File: src/rtl/rx_ring_packer.sv
// Packs RGB888 pixels two-per-48-bit word into a 32-entry ring RAM, tracking
// occupancy against the consumer read pointer and flagging frames that restart mid-word.
//
//   state    | meaning
//   WAIT_SOF | no frame open, pixels discarded until start-of-frame
//   PACK_LO  | in frame, no pixel held
//   PACK_HI  | in frame, low-half pixel held awaiting its partner
module rx_ring_packer (
    input  logic        wr_clk,
    input  logic        wr_rst_n,
    input  logic [23:0] pix_data,
    input  logic        pix_valid,
    input  logic        pix_sof,
    input  logic        pix_eol,
    output logic        pix_ready,
    input  logic [5:0]  rd_ptr,
    output logic        ring_wr_en,
    output logic [4:0]  ring_wr_addr,
    output logic [47:0] ring_wr_data,
    output logic [5:0]  ring_wr_byte_en,
    output logic [5:0]  wr_ptr,
    output logic [5:0]  level,
    output logic        full,
    output logic        sof_err
);

    typedef enum logic [1:0] {
        WAIT_SOF = 2'd0,
        PACK_LO  = 2'd1,
        PACK_HI  = 2'd2
    } state_t;

    state_t      state_q, state_d;
    logic [23:0] held_q, held_d;
    logic [5:0]  wr_ptr_q, wr_ptr_d;
    logic        wr_en_q, wr_en_d;
    logic [4:0]  addr_q, addr_d;
    logic [47:0] data_q, data_d;
    logic [5:0]  be_q, be_d;
    logic        sof_err_q, sof_err_d;
    logic        accept;

    // Wrapping difference: any value with bit 5 set means 32 or more words outstanding.
    assign level     = wr_ptr_q - rd_ptr;
    assign full      = level[5];
    assign pix_ready = wr_rst_n && !full;
    assign accept    = pix_valid && pix_ready;

    always_comb begin
        state_d   = state_q;
        held_d    = held_q;
        wr_ptr_d  = wr_ptr_q;
        wr_en_d   = 1'b0;
        addr_d    = addr_q;
        data_d    = data_q;
        be_d      = be_q;
        sof_err_d = sof_err_q;
        if (accept) begin
            if (pix_sof) begin
                if (state_q == PACK_HI) begin
                    sof_err_d = 1'b1;
                end
                if (pix_eol) begin
                    wr_en_d  = 1'b1;
                    addr_d   = wr_ptr_q[4:0];
                    data_d   = {24'h0, pix_data};
                    be_d     = 6'b000111;
                    wr_ptr_d = wr_ptr_q + 6'd1;
                    state_d  = PACK_LO;
                end else begin
                    held_d  = pix_data;
                    state_d = PACK_HI;
                end
            end else begin
                case (state_q)
                    PACK_LO: begin
                        if (pix_eol) begin
                            wr_en_d  = 1'b1;
                            addr_d   = wr_ptr_q[4:0];
                            data_d   = {24'h0, pix_data};
                            be_d     = 6'b000111;
                            wr_ptr_d = wr_ptr_q + 6'd1;
                        end else begin
                            held_d  = pix_data;
                            state_d = PACK_HI;
                        end
                    end
                    PACK_HI: begin
                        wr_en_d  = 1'b1;
                        addr_d   = wr_ptr_q[4:0];
                        data_d   = {pix_data, held_q};
                        be_d     = 6'b111111;
                        wr_ptr_d = wr_ptr_q + 6'd1;
                        state_d  = PACK_LO;
                    end
                    default: state_d = WAIT_SOF;
                endcase
            end
        end
    end

    always_ff @(posedge wr_clk or negedge wr_rst_n) begin
        if (!wr_rst_n) begin
            state_q   <= WAIT_SOF;
            held_q    <= 24'h0;
            wr_ptr_q  <= 6'd0;
            wr_en_q   <= 1'b0;
            addr_q    <= 5'd0;
            data_q    <= 48'h0;
            be_q      <= 6'd0;
            sof_err_q <= 1'b0;
        end else begin
            state_q   <= state_d;
            held_q    <= held_d;
            wr_ptr_q  <= wr_ptr_d;
            wr_en_q   <= wr_en_d;
            addr_q    <= addr_d;
            data_q    <= data_d;
            be_q      <= be_d;
            sof_err_q <= sof_err_d;
        end
    end

    assign wr_ptr          = wr_ptr_q;
    assign ring_wr_en      = wr_en_q;
    assign ring_wr_addr    = addr_q;
    assign ring_wr_data    = data_q;
    assign ring_wr_byte_en = be_q;
    assign sof_err         = sof_err_q;

endmodule

File: config.mk
export PLATFORM = sky130hd
export DESIGN_NAME = rx_ring_packer
export DESIGN_NICKNAME = d
export VERILOG_FILES = /design/src/rtl/rx_ring_packer.sv
export SDC_FILE = /design/constraint.sdc
export NUM_CORES = 1
export LEC_CHECK = 0
export BUFFER_PORTS_ARGS = -buffer_cell sky130_fd_sc_hd__buf_2
export CAP_MARGIN = 0
export CELL_PAD_IN_SITES_DETAIL_PLACEMENT = 1
export CELL_PAD_IN_SITES_GLOBAL_PLACEMENT = 1
export CORE_UTILIZATION = 41
export DETAILED_ROUTE_END_ITERATION = 10
export GPL_ROUTABILITY_DRIVEN = 0
export PLACE_DENSITY_LB_ADDON = 0.1
export SYNTH_ARGS = -nofsm -noshare
export SYNTH_HDL_FRONTEND = slang
export SYNTH_SLANG_ARGS = --single-unit
File: constraint.sdc
create_clock -name wr_clk -period 3.1 [get_ports wr_clk]
set_input_delay 0 -clock wr_clk [delete_from_list [all_inputs] [get_ports wr_clk]]
set_output_delay 0 -clock wr_clk [all_outputs]
set_load 0.005 [all_outputs]
==> impl_results.md <==
- # IOs: 110
- Num CTS Buffers: 9
- Placed cells: 579
- Via count: 3,180
- Share of cells above drive strength 1: 0.3614
- Clock Skews: 0.01892 ns
- Final setup viols: 0
- Post-DRT Antenna Nets: 0
- Area grow syn2layout: 27.88%
- Die footprint: 10,350 µm²
- Routed vias/inst: 5.129
- Layout Cells excl Fill: 620
- Cell variety after synth: 41
- Grt ovf: 0
- Number of diodes: 0
- EDFF count, synth: 0
- Total track usage: 0.2194
- Post-CTS Setup Inserts: 0
- Final Hold Viols: 0
- Power Density: 855.3 nW/µm²
- RSZ-0062 raised after global routing: false
- Total Neg Setup Slack: 0 ns
- CTS tree: yes
- Switching Share: 0.3417
- Sw Pwr: 1.524 mW
- FMAX: 0.3749 GHz
- Status: completed
- YS warnings: 0
- CTS Hold Bufs: 26
- Die Span X: 101.7 µm
- Syn Area/Cell: 11.75 µm²
- Final Util: 0.5361
- Mux share of post-synthesis cell area: 0.08006
- Post-layout nets: 527
- H-tree levels: 3
- Critical path data required time: 3.34 ns
- CP max FO: 24
- Startpoint Class: register
- Commonest cells in the netlist: 93 x dfrtp_1, 29 x mux2_2, 28 x nor2_1, 28 x o21ai_0, 27 x a21oi_1
- Syn Nets: 391
- Final Cell Area: 5216 µm²
- Flop pwr share: 0.464
- WL/cell: 16.75 µm
- Port Buffer Count: 109
- Site Rows: 36
- Area contributors post-synth: dfrtp_1 57%, mux2_2 8.0%, a22o_1 5.2%
- Cells after Synth: 347
- Comb pwr share: 0.373
- Clock network power share: 0.163
- Clock root cell: clkbuf_8
- Yosys top cell by area: dfrtp_1
- Primary FF master, synth: dfrtp_1
- Longest Clk Path Bufs: 2
- Initial Utilization: 0.4192
- Post-route DRC: 0
- Compound-gate portion of the synthesized area: 0.1485
- Tcrit/Tclk final: 0.8604
- WS Path Type: reg -> reg
- Placed Area: 4791 µm²
- Vias in the first global route: 3,264
- Lkg Pwr: 2.521 nW
- Reg clk slew, reported paths: 0.10 ns
- Cell area after synthesis: 4079 µm²
- Fin crit period: 2.667 ns
- First-pass GRT wire length: 17,190 µm
- Combinational family with the most area after synthesis: compound AO/OA/AOI/OAI gates
- Ys async rst share: 1.000
- Share of the synthesized area in the top cell type: 0.5706
- Xor/xnor share of the synthesized area: 0.02147
- Max_cap viols: 0
- Slew headroom: 0.3586
- Post-synthesis register bit count: 93
- Final Routed Wirelength: 10,390 µm
- Clock Latency Late Sink: 0.36 ns
- Resized cells post-CTS: 0
- Post-Synth Adder-Cell Area: 0.02945
- Power Internal: 2.937 mW
- Die Y: 101.7 µm
- Largest net degree at the start of global routing: 77
- HP Class: in -> async
- Core ar.: 9729 µm²
- DP Wirelength: 6747 µm
- Slew @ Worst Pin: 0.9621 ns
- Worst path arrival time: 2.90 ns
- Antenna violations before repair: 0
- CTS Sinks: 93
- Fin. max-slew vios: 0
- CP Capture Type: register
- DR iter-0 viols: 70
- Seq/Total Area, Yosys: 0.5706
- Worst vdd ir: 320.4 µV
- Most frequent cell after synthesis: dfrtp_1
- Share of synthesized cell area in and, or, nand and nor gates: 0.1110
- Drt first pass iters: 4
==> stage by stage <==
stage                     power [mW]  worst slack (ns)  hold WS (ns)
after CTS                      4.523            0.4074       0.04596
after global placement         3.674            0.4913       -0.1101
final                          4.461            0.4327       0.04753
after global routing           4.835            0.2552       0.05462
after detailed placement       3.751            0.4289       -0.1010
after floorplan                2.982            0.5342       -0.2956
==> final timing paths <==
check	end	start	slack, ns	cells after the start
max in group asynchronous	held_q[7]$_DFFE_PN0P_	wr_rst_n	1.81	3
min reg2reg	ring_wr_byte_en[2]$_DFFE_PN0P_	ring_wr_byte_en[2]$_DFFE_PN0P_	0.47	1
max	held_q[8]$_DFFE_PN0P_	wr_ptr[4]$_DFFE_PN0P_	0.43	8
min	ring_wr_data[14]$_DFFE_PN0P_	wr_rst_n	0.05	2
min in group wr_clk	ring_wr_en$_DFF_PN0_	pix_eol	0.22	3
max reg2reg	held_q[8]$_DFFE_PN0P_	wr_ptr[4]$_DFFE_PN0P_	0.43	8
==> cells by family after synthesis <==
family	after synthesis
AO/OA/AOI/OAI	94
flip-flops	93
AND/OR/NAND/NOR	78
buffers and inverters	34
multiplexers	29
XOR/XNOR	10
adder cells (fa/ha/maj)	9
==> area by class of cell <==
type / count / area (µm²)
Timing Repair Buffer: 146 / 903.4
Inverter: 13 / 48.80
Clock buffer: 10 / 127.6
Tap cell: 133 / 166.4
Multi-Input combinational cell: 220 / 1605
Sequential cell: 93 / 2327
Fill cell: 1115 / 4513
Clock inverter: 5 / 37.54
==> critical path, stage by stage (launching register included) <==
cell and delay (ns):
dfrtp_1 0.43, ha_1 0.36, and2_4 0.19, a221o_1 0.35, nor4_2 0.29, nor2_1 0.18
nor3_4 0.18, buf_12 0.21, mux2_2 0.35
==> sequential cells by signal, summed over array words and instances, names as in the netlist <==
register	flops
ring_wr_en	1
ring_wr_addr	5
ring_wr_data	48
state_q	2
sof_err	1
held_q	24
wr_ptr	6
ring_wr_byte_en	6
==> per-layer routing <==
layer,wire length (µm),track usage,share of wire,up-vias
met4,36,0.05351,0.0035,0
li1,-,-,-,1495
met3,412,0.04762,0.040,2
met5,0,0,0,-
met1,4855,0.3012,0.47,1613
met2,5081,0.3550,0.49,70
==> layout by cell type (no fill, tap or decap), types with 2 or more instances in the layout <==
| master | count |
|---|---|
| dlygate4sd3_1 | 26 |
| a21o_1 | 4 |
| mux2_2 | 29 |
| nand2_1 | 7 |
| nand3b_1 | 24 |
| a21oi_1 | 27 |
| clkinvlp_4 | 2 |
| o21ai_0 | 28 |
| a22o_1 | 24 |
| or2_2 | 4 |
| nor2_1 | 28 |
| xnor2_1 | 9 |
| inv_1 | 13 |
| dfrtp_1 | 93 |
| clkbuf_8 | 9 |
| buf_4 | 11 |
| ha_1 | 8 |
| nor3_1 | 2 |
| nand4_1 | 2 |
| buf_2 | 108 |
==> power by group through the flow <==
stage	logic [mW]	registers (mW)	clock network (mW)
after floorplan	0.899	2.08	0
after global placement	1.61	2.07	0
after detailed placement	1.66	2.10	0
after CTS	1.69	2.08	0.753
after global routing	1.89	2.15	0.797
final	1.66	2.07	0.728
Power figures use the tool's default switching activity.
